$ cat src/rtl/irq_ctrl.sv
// Interrupt controller: synchronises raw IRQ lines, qualifies them as edge or level,
// latches them into a pending register and masks them into the HWInt vector for CP0.
module irq_ctrl #(
  parameter int N_SRC       = 6,
  parameter int SYNC_STAGES = 2
) (
  input  logic              clk,
  input  logic              reset,
  input  logic [31:2]       Addr,
  input  logic              WE,
  input  logic [31:0]       Din,
  output logic [31:0]       Dout,
  input  logic [N_SRC-1:0]  irq_in,
  output logic [N_SRC-1:0]  HWInt,
  output logic              int_req
);

  localparam logic [2:0] OFF_PEND  = 3'd0;
  localparam logic [2:0] OFF_MASK  = 3'd1;
  localparam logic [2:0] OFF_MODE  = 3'd2;
  localparam logic [2:0] OFF_VEC   = 3'd3;
  localparam logic [2:0] OFF_SWSET = 3'd4;

  logic [SYNC_STAGES-1:0][N_SRC-1:0] sync_q, sync_d;
  logic [N_SRC-1:0] hist_q, hist_d;
  logic [N_SRC-1:0] pend_q, pend_d;
  logic [N_SRC-1:0] mask_q, mask_d;
  logic [N_SRC-1:0] mode_q, mode_d;

  logic [2:0]       offset;
  logic [N_SRC-1:0] s_cur;
  logic [N_SRC-1:0] rise;
  logic [N_SRC-1:0] w1c;
  logic [N_SRC-1:0] swset;
  logic [2:0]       vec_idx;

  // Only Addr[4:2] and Din[N_SRC-1:0] are decoded.
  logic unused_bits;
  assign unused_bits = ^{Addr[31:5], Din};

  assign offset = Addr[4:2];
  assign s_cur  = sync_q[SYNC_STAGES-1];
  assign rise   = s_cur & ~hist_q;

  always_comb begin
    sync_d    = sync_q;
    sync_d[0] = irq_in;
    for (int i = 1; i < SYNC_STAGES; i++) begin
      sync_d[i] = sync_q[i-1];
    end
  end

  always_comb begin
    w1c    = '0;
    swset  = '0;
    mask_d = mask_q;
    mode_d = mode_q;
    hist_d = s_cur;
    if (WE) begin
      case (offset)
        OFF_PEND:  w1c    = Din[N_SRC-1:0];
        OFF_MASK:  mask_d = Din[N_SRC-1:0];
        OFF_MODE:  mode_d = Din[N_SRC-1:0];
        OFF_SWSET: swset  = Din[N_SRC-1:0];
        default:   ;
      endcase
    end
    // Edge bits: set (detect or SWSET) beats a same-cycle W1C. Level bits mirror s.
    pend_d = (mode_q & ((pend_q & ~w1c) | rise | swset)) | (~mode_q & s_cur);
  end

  always_ff @(posedge clk or negedge reset) begin
    if (!reset) begin
      sync_q <= '0;
      hist_q <= '0;
      pend_q <= '0;
      mask_q <= '0;
      mode_q <= '0;
    end else begin
      sync_q <= sync_d;
      hist_q <= hist_d;
      pend_q <= pend_d;
      mask_q <= mask_d;
      mode_q <= mode_d;
    end
  end

  assign HWInt   = pend_q & mask_q;
  assign int_req = |HWInt;

  // Scan downwards so the lowest-numbered active source wins.
  always_comb begin
    vec_idx = '0;
    for (int i = N_SRC - 1; i >= 0; i--) begin
      if (HWInt[i]) vec_idx = 3'(i);
    end
  end

  always_comb begin
    Dout = '0;
    case (offset)
      OFF_PEND: Dout[N_SRC-1:0] = pend_q;
      OFF_MASK: Dout[N_SRC-1:0] = mask_q;
      OFF_MODE: Dout[N_SRC-1:0] = mode_q;
      OFF_VEC: begin
        Dout[31]  = int_req;
        Dout[2:0] = vec_idx;
      end
      default: Dout = '0;
    endcase
  end

endmodule
$ cat config.mk
export PLATFORM = sky130hd
export DESIGN_NAME = irq_ctrl
export DESIGN_NICKNAME = d
export VERILOG_FILES = /design/src/rtl/irq_ctrl.sv
export SDC_FILE = /design/constraint.sdc
export NUM_CORES = 1
export LEC_CHECK = 0
export ABC_AREA = 1
export CORE_MARGIN = 2
export CORE_UTILIZATION = 33
export DETAILED_ROUTE_END_ITERATION = 12
export PLACE_DENSITY = 0.84
export SETUP_SLACK_MARGIN = 0.2
export SKIP_LAST_GASP = 1
export SLEW_MARGIN = 0
export SYNTH_ARGS = -nofsm -noshare
export SYNTH_HDL_FRONTEND = slang
export SYNTH_SLANG_ARGS = --single-unit
$ cat constraint.sdc
create_clock -name clk -period 0.9 [get_ports clk]
set_input_delay 0.18 -clock clk [delete_from_list [all_inputs] [get_ports clk]]
set_output_delay 0.18 -clock clk [all_outputs]
set_load 0.05 [all_outputs]
==> impl_metrics.tcl, run 1 <==
set metrics [dict create \
    path_clk_slew_ps 80 \
    setup_ws_ps -732.0 \
    whs_ps 251.7 \
    first_pass_iters 5 \
    fin_nets 389 \
    initial_core_util_pct 34.59 \
    die_height_um 77.40 \
    globalplace.congestion 0.8855 \
    cts_sinks 36 \
    swShare_pct 37.11 \
    utilization_pct 67.65 \
    rr_startpoint "pend_q[4]$_DFF_PN0_" \
    antenna_found_initial 0 \
    globalRoute.totalOverflow 0 \
    clk_latency_ps 300 \
    grt_max_degree 37 \
    core_mm2 0.005140 \
    ys_ff_latch 36 \
    critPathKind "flop to output pin" \
    p_leak_nw 1.698 \
    antenna_left 0 \
    grt.met1_usage_pct 19.80 \
    wl_um 5989 \
    n_antenna_cell 0 \
    p_seq_share_pct 32.9 \
    synth_area_leader_cell "dfrtp_1" \
    hold_path.class "input port to asynchronous set/reset pin" \
    drive_gt1_share_pct 58.62 \
    ys_warn_count 0 \
    grt_util_all_layers_pct 18.24 \
    grt_pass1_vias 1773 \
    yosysUniqueCellTypes 18 \
    maxCapViolCount 0 \
    htreeDepth 2 \
    cts_tree "built" \
    syn_area_mm2 0.001778 \
    viasPerCell 4.586 \
    clockRootBuffer "clkbuf_8" \
    setup_viol 32 \
    wl_per_cell_um 15.40 \
    netlist_top_cells_area "dfrtp_1 51%, nand2_1 14%, buf_4 11%, o21ai_2 5.9%, nand3_1 5.1%" \
    die_area_mm2 0.005991 \
    drt-initial-drc-count 99 \
    rrSetupSlack_ps -160 \
    ys_seq_area_share_pct 50.67 \
    die_w_um 77.40 \
    min_period_over_period_pct 181.3 \
    netlist.area_leader.share_pct 50.67 \
    peakVddDrop_uv 860.7 \
    area_delta_synth_final_pct 95.57 \
    hold_buffers 0 \
    use_met3_pct 4.186 \
    hpwl_um 3217 \
    worstSetupStartpointType "flop" \
    drc 0 \
    min_period_ps 1632 \
    finalClockSkew_ps 13.95 \
    cp-end-kind "output pin" \
    final_area_mm2 0.003477 \
    powerDensity_mw_per_mm2 1696 \
    rsz0062_at_grt "true" \
    placed_cell_area_mm2 0.002805 \
    internal_power_w 0.003708 \
    synth_cells 203 \
    cp.required_ps 720 \
    numCtsBuffers 5 \
    avgSynthCellArea_um2 8.758 \
    hold_viol 0 \
    grt_pass1_wl_um 8438 \
    worst-path-max-fanout 2 \
    num-fill-cells 356 \
    status "finished, violations left" \
    gr-usage-met2_pct 33.22 \
    fmax_mhz 612.8 \
    combPwrFrac_pct 46.7 \
    clockBufferDepth 2 \
    finalMaxSlewViolations 0 \
    failed_checks "negative setup slack" \
    vias 1784 \
    portBuffers 31 \
    grt_busiest_layer "met2" \
    p_clk_share_pct 20.4 \
    fp-row-count 26 \
    critical_path_arrival_ps 1450 \
    power_switching_w 0.002188 \
    startpoint "pend_q[5]$_DFF_PN0_" \
    ios 110 \
]
## cells in the final DEF (no fill, tap or decap), types with 9 or more instances in the layout
master and n:
nand3_2 11, o21ai_2 12, buf_4 34, buf_6 46, dfrtp_1 36, nand2_4 17
nand2_1 36, nand2_2 16, clkdlybuf4s50_1 13, buf_12 15, inv_1 9, conb_1 25
## metal layers
metal / share of wire (%) / vias to the layer above
li1: - / 813
met1: 37 / 877
met2: 54 / 75
met3: 5.8 / 19
met4: 3.2 / 0
met5: 0 / -
## worst max-delay path, stage by stage, from the launching register on
cell,delay (ps)
dfrtp_1,400
nand2_2,120
clkinvlp_4,90
nand2_1,70
nand2_1,70
nand2_1,80
nand2_1,60
nand2_2,70
nand2_4,50
buf_12,140
## path summary, 6_finish.rpt
check / to / cells past startpoint
setup / recovery: Dout[0] / 9
hold / removal: sync_d[8]$_DFF_PN0_ / 2
setup reg to reg: pend_q[4]$_DFF_PN0_ / 5
hold reg to reg: hist_d[3]$_DFF_PN0_ / 0
max in group asynchronous: hist_q[5]$_DFF_PN0_ / 2
min in group clk: sync_d[6]$_DFF_PN0_ / 1
## Yosys cell counts
| library cell | instances |
|---|---|
| a31oi_1 | 1 |
| buf_2 | 2 |
| buf_4 | 25 |
| buf_6 | 2 |
| conb_1 | 1 |
| dfrtp_1 | 36 |
| inv_1 | 18 |
| inv_2 | 2 |
| nand2_1 | 67 |
| nand2_2 | 2 |
| nand3_1 | 18 |
| nand4_1 | 1 |
| nor2_1 | 7 |
| nor3_1 | 1 |
| nor3_4 | 2 |
| o21ai_0 | 1 |
| o21ai_2 | 12 |
| o21bai_1 | 5 |
## kinds of logic (layout without fill, tap and decap cells)
group | Yosys count | in the layout | share of synthesized area (%)
flops | 36 | 36 | 50.67
compound gates | 19 | 19 | 8.656
other cells | 1 | 25 | 0.2109
simple gates | 98 | 98 | 23.86
buf+inv | 49 | 141 | 16.61
## power groups by stage
stage,combinational (W),clock [W],sequential [W]
2_1_floorplan,0.00121,0,0.00196
3_5_place_dp,0.00217,0,0.00195
3_3_place_gp,0.00212,0,0.00194
6_report,0.00275,0.00120,0.00194
5_1_grt,0.00289,0.00130,0.00196
4_1_cts,0.00244,0.00120,0.00192
## flip-flops by register name (all words and copies together), names as in the netlist
signal  count
mask_q      6
hist_d      6
pend_q      6
sync_d      6
hist_q      6
mode_q      6
## through the flow
step	std cells	TNS [ps]	power, W	worst slack (ps)
5_1_grt	389	-12270	0.006143	-810.7
4_1_cts	379	-9649	0.005569	-661.2
2_1_floorplan	227	-1997	0.003165	-455.0
6_report	389	-11220	0.005897	-732.0
3_3_place_gp	354	-18580	0.004060	-802.8
3_5_place_dp	354	-19110	0.004119	-824.7
## timing repair
item	CTS	global route
setup buffers	17	10
gates resized for setup	68	45
pin swaps	17	21
endpoints found under the setup margin	32	32
## area by class of cell
cell class | count | area [µm²] | share of cell area [%]
sequential | 36 | 900.9 | 25.91
inverter | 20 | 117.6 | 3.383
multi-input combinational | 142 | 1008 | 29.00
timing repair buffer | 113 | 1272 | 36.60
tap | 70 | 87.58 | 2.519
clock buffer | 8 | 90.09 | 2.591
No activity file was read; power rests on OpenSTA's default activity.
==> run 2: changes to the inputs <==
Settings changed: PLACE_DENSITY 0.84 to 0.86, TNS_END_PERCENT from default to 100.
==> run 2 against run 1 <==
The flow still finishes with violations (negative setup slack). Utilization is 1.6 points lower. Worst setup slack worse by 12 ps. Critical path depth stayed put. Sequential power hardly changed. Sequential share of layout area is 0.63 points higher. Final cell count is 3.6% lower. Register-to-register slack hardly changed. Clock skew is 7.4 ps lower. Die area stayed put. Count of clock-buffer cells in the layout is 3 lower. Final area is 2.4% lower. Fmax is 0.74% lower. Critical path type unchanged. Critical endpoint unchanged.
==> impl_metrics.tcl, run 2 (synthesis gave the netlist of run 1 again) <==
set metrics [dict create \
    status "finished, violations left" \
    failed_checks "negative setup slack" \
    critical_path_arrival_ps 1460 \
    path_clk_slew_ps 80 \
    r2r-end "pend_q[4]$_DFF_PN0_" \
    cts_tree "built" \
    grt_pass1_wl_um 8825 \
    p_seq_share_pct 29.0 \
    cp.required_ps 720 \
    antenna_left 0 \
    grt_pass1_vias 1757 \
    globalplace.congestion 0.8478 \
    powerDensity_mw_per_mm2 1968 \
    ios 110 \
    cp-end-kind "output pin" \
    grt_util_all_layers_pct 19.41 \
    gr-usage-met2_pct 35.65 \
    p_leak_nw 1.661 \
    hpwl_um 3352 \
    mostFrequentLayoutCells "40 x buf_4, 36 x dfrtp_1, 33 x nand2_1, 25 x conb_1, 25 x buf_6" \
    die_area_mm2 0.005991 \
    finalMaxSlewViolations 0 \
    portBuffers 31 \
    swShare_pct 33.43 \
    die_height_um 77.40 \
    peakVddDrop_uv 1104 \
    drt-initial-drc-count 74 \
    fp-row-count 26 \
    setup_viol 32 \
    core_mm2 0.005140 \
    power_switching_w 0.002234 \
    clk_latency_ps 290 \
    setup_ws_ps -744.2 \
    grt_max_degree 37 \
    clockRootBuffer "clkbuf_8" \
    fmax_mhz 608.2 \
    worst-path-max-fanout 2 \
    mostFrequentLayoutCell "buf_4" \
    utilization_pct 66.04 \
    viasPerCell 4.525 \
    crit_chain "nand2_2 -> clkinvlp_4 -> nand2_2 -> nand2_2 -> nand2_1 -> nand2_1 -> nand2_2 -> nand2_4 -> buf_12" \
    rr_startpoint "pend_q[4]$_DFF_PN0_" \
    num-fill-cells 362 \
    rrSetupSlack_ps -150 \
    use_met3_pct 5.349 \
    area_delta_synth_final_pct 90.92 \
    n_antenna_cell 0 \
    grt_busiest_layer "met2" \
    p_total_w 0.006682 \
    cp_slowest_stage_delay_ps 410 \
    min_period_over_period_pct 182.7 \
    final_area_mm2 0.003395 \
    clockBufferDepth 2 \
    worstSetupStartpointType "flop" \
    min_period_ps 1644 \
    first_pass_iters 4 \
    crit_slowest_cell "dfrtp_1" \
    hold_path.class "input port to asynchronous set/reset pin" \
    wl_per_cell_um 16.19 \
    globalRoute.totalOverflow 0 \
    drive_gt1_share_pct 57.70 \
    combPwrFrac_pct 41.4 \
    p_clk_share_pct 29.6 \
    die_w_um 77.40 \
    internal_power_w 0.004448 \
    finalClockSkew_ps 6.548 \
    maxCapViolCount 0 \
    grt.met1_usage_pct 20.46 \
    rr_worst_depth 4 \
    vias 1697 \
    rsz0062_at_grt "true" \
    htreeDepth 2 \
    cts_sinks 36 \
    initial_core_util_pct 34.59 \
    drc 0 \
    hold_viol 0 \
    wl_um 6070 \
    fin_nets 375 \
    numCtsBuffers 5 \
    placed_cell_area_mm2 0.002743 \
    crit_top_cell "nand2_2" \
    antenna_found_initial 0 \
    critPathKind "flop to output pin" \
]
run 2: critical path: cells and delay by family, from the launching register on:
kind,cells,cell delay [ps]
buffers and inverters,2,260
DFF,1,410
and+or+nand+nor,7,500
run 2: metrics by stage:
step / std cells / hold slack (ps) / setup TNS [ps] / setup slack, ps
3_5_place_dp: 344 / 335.5 / -20510 / -895.3
6_report: 375 / 258.9 / -10370 / -744.2
2_1_floorplan: 227 / -115.6 / -1997 / -455.0
4_1_cts: 369 / 260.5 / -8618 / -686.5
3_3_place_gp: 344 / 332.5 / -19160 / -838.6
5_1_grt: 375 / 279.5 / -11590 / -857.2
run 2: worst max path at each step:
stage               to  slack [ps]                  start  depth (start not counted)
4_1_cts        Dout[0]        -690  mask_q[5]$_DFFE_PN0P_                          9
5_1_grt        Dout[0]        -860    pend_q[5]$_DFF_PN0_                          9
3_5_place_dp   Dout[2]        -900                Addr[2]                          8
2_1_floorplan  Dout[0]        -450    pend_q[5]$_DFF_PN0_                          8
6_report       Dout[0]        -740  mask_q[5]$_DFFE_PN0P_                          9
3_3_place_gp   Dout[2]        -840                Addr[2]                          8
run 2: per-layer routing:
layer | wire [µm] | share of wire [%] | vias up
met5 | 0 | 0 | -
met4 | 198 | 3.3 | 0
met3 | 384 | 6.3 | 20
met2 | 3327 | 55 | 79
met1 | 2159 | 36 | 812
li1 | - | - | 786
run 2: area by class of cell:
type	count	area, µm²	share of cell area (%)
multi-input cells	142	998.5	29.41
inverters	20	122.6	3.612
well taps	70	87.58	2.580
repair buffers	99	1126	33.17
clock inverters	3	90.09	2.654
flip-flops and latches	36	900.9	26.54
clock buffers	5	68.82	2.027
run 2: repair_timing:
| action | CTS | global route |
|---|---|---|
| resized for setup | 70 | 28 |
| pin swaps | 20 | 13 |
| hold buffers | 0 | 0 |
| buffers inserted | 16 | 6 |
| gates cloned | 1 | 0 |
| endpoints found under the setup margin | 32 | 32 |
run 2: power groups by stage:
stage	registers [W]	logic [W]	clock network, W
after floorplan	0.00196	0.00121	0
after global placement	0.00193	0.00210	0
after detailed placement	0.00194	0.00216	0
after CTS	0.00192	0.00248	0.00200
after global routing	0.00196	0.00291	0.00212
final	0.00194	0.00277	0.00198
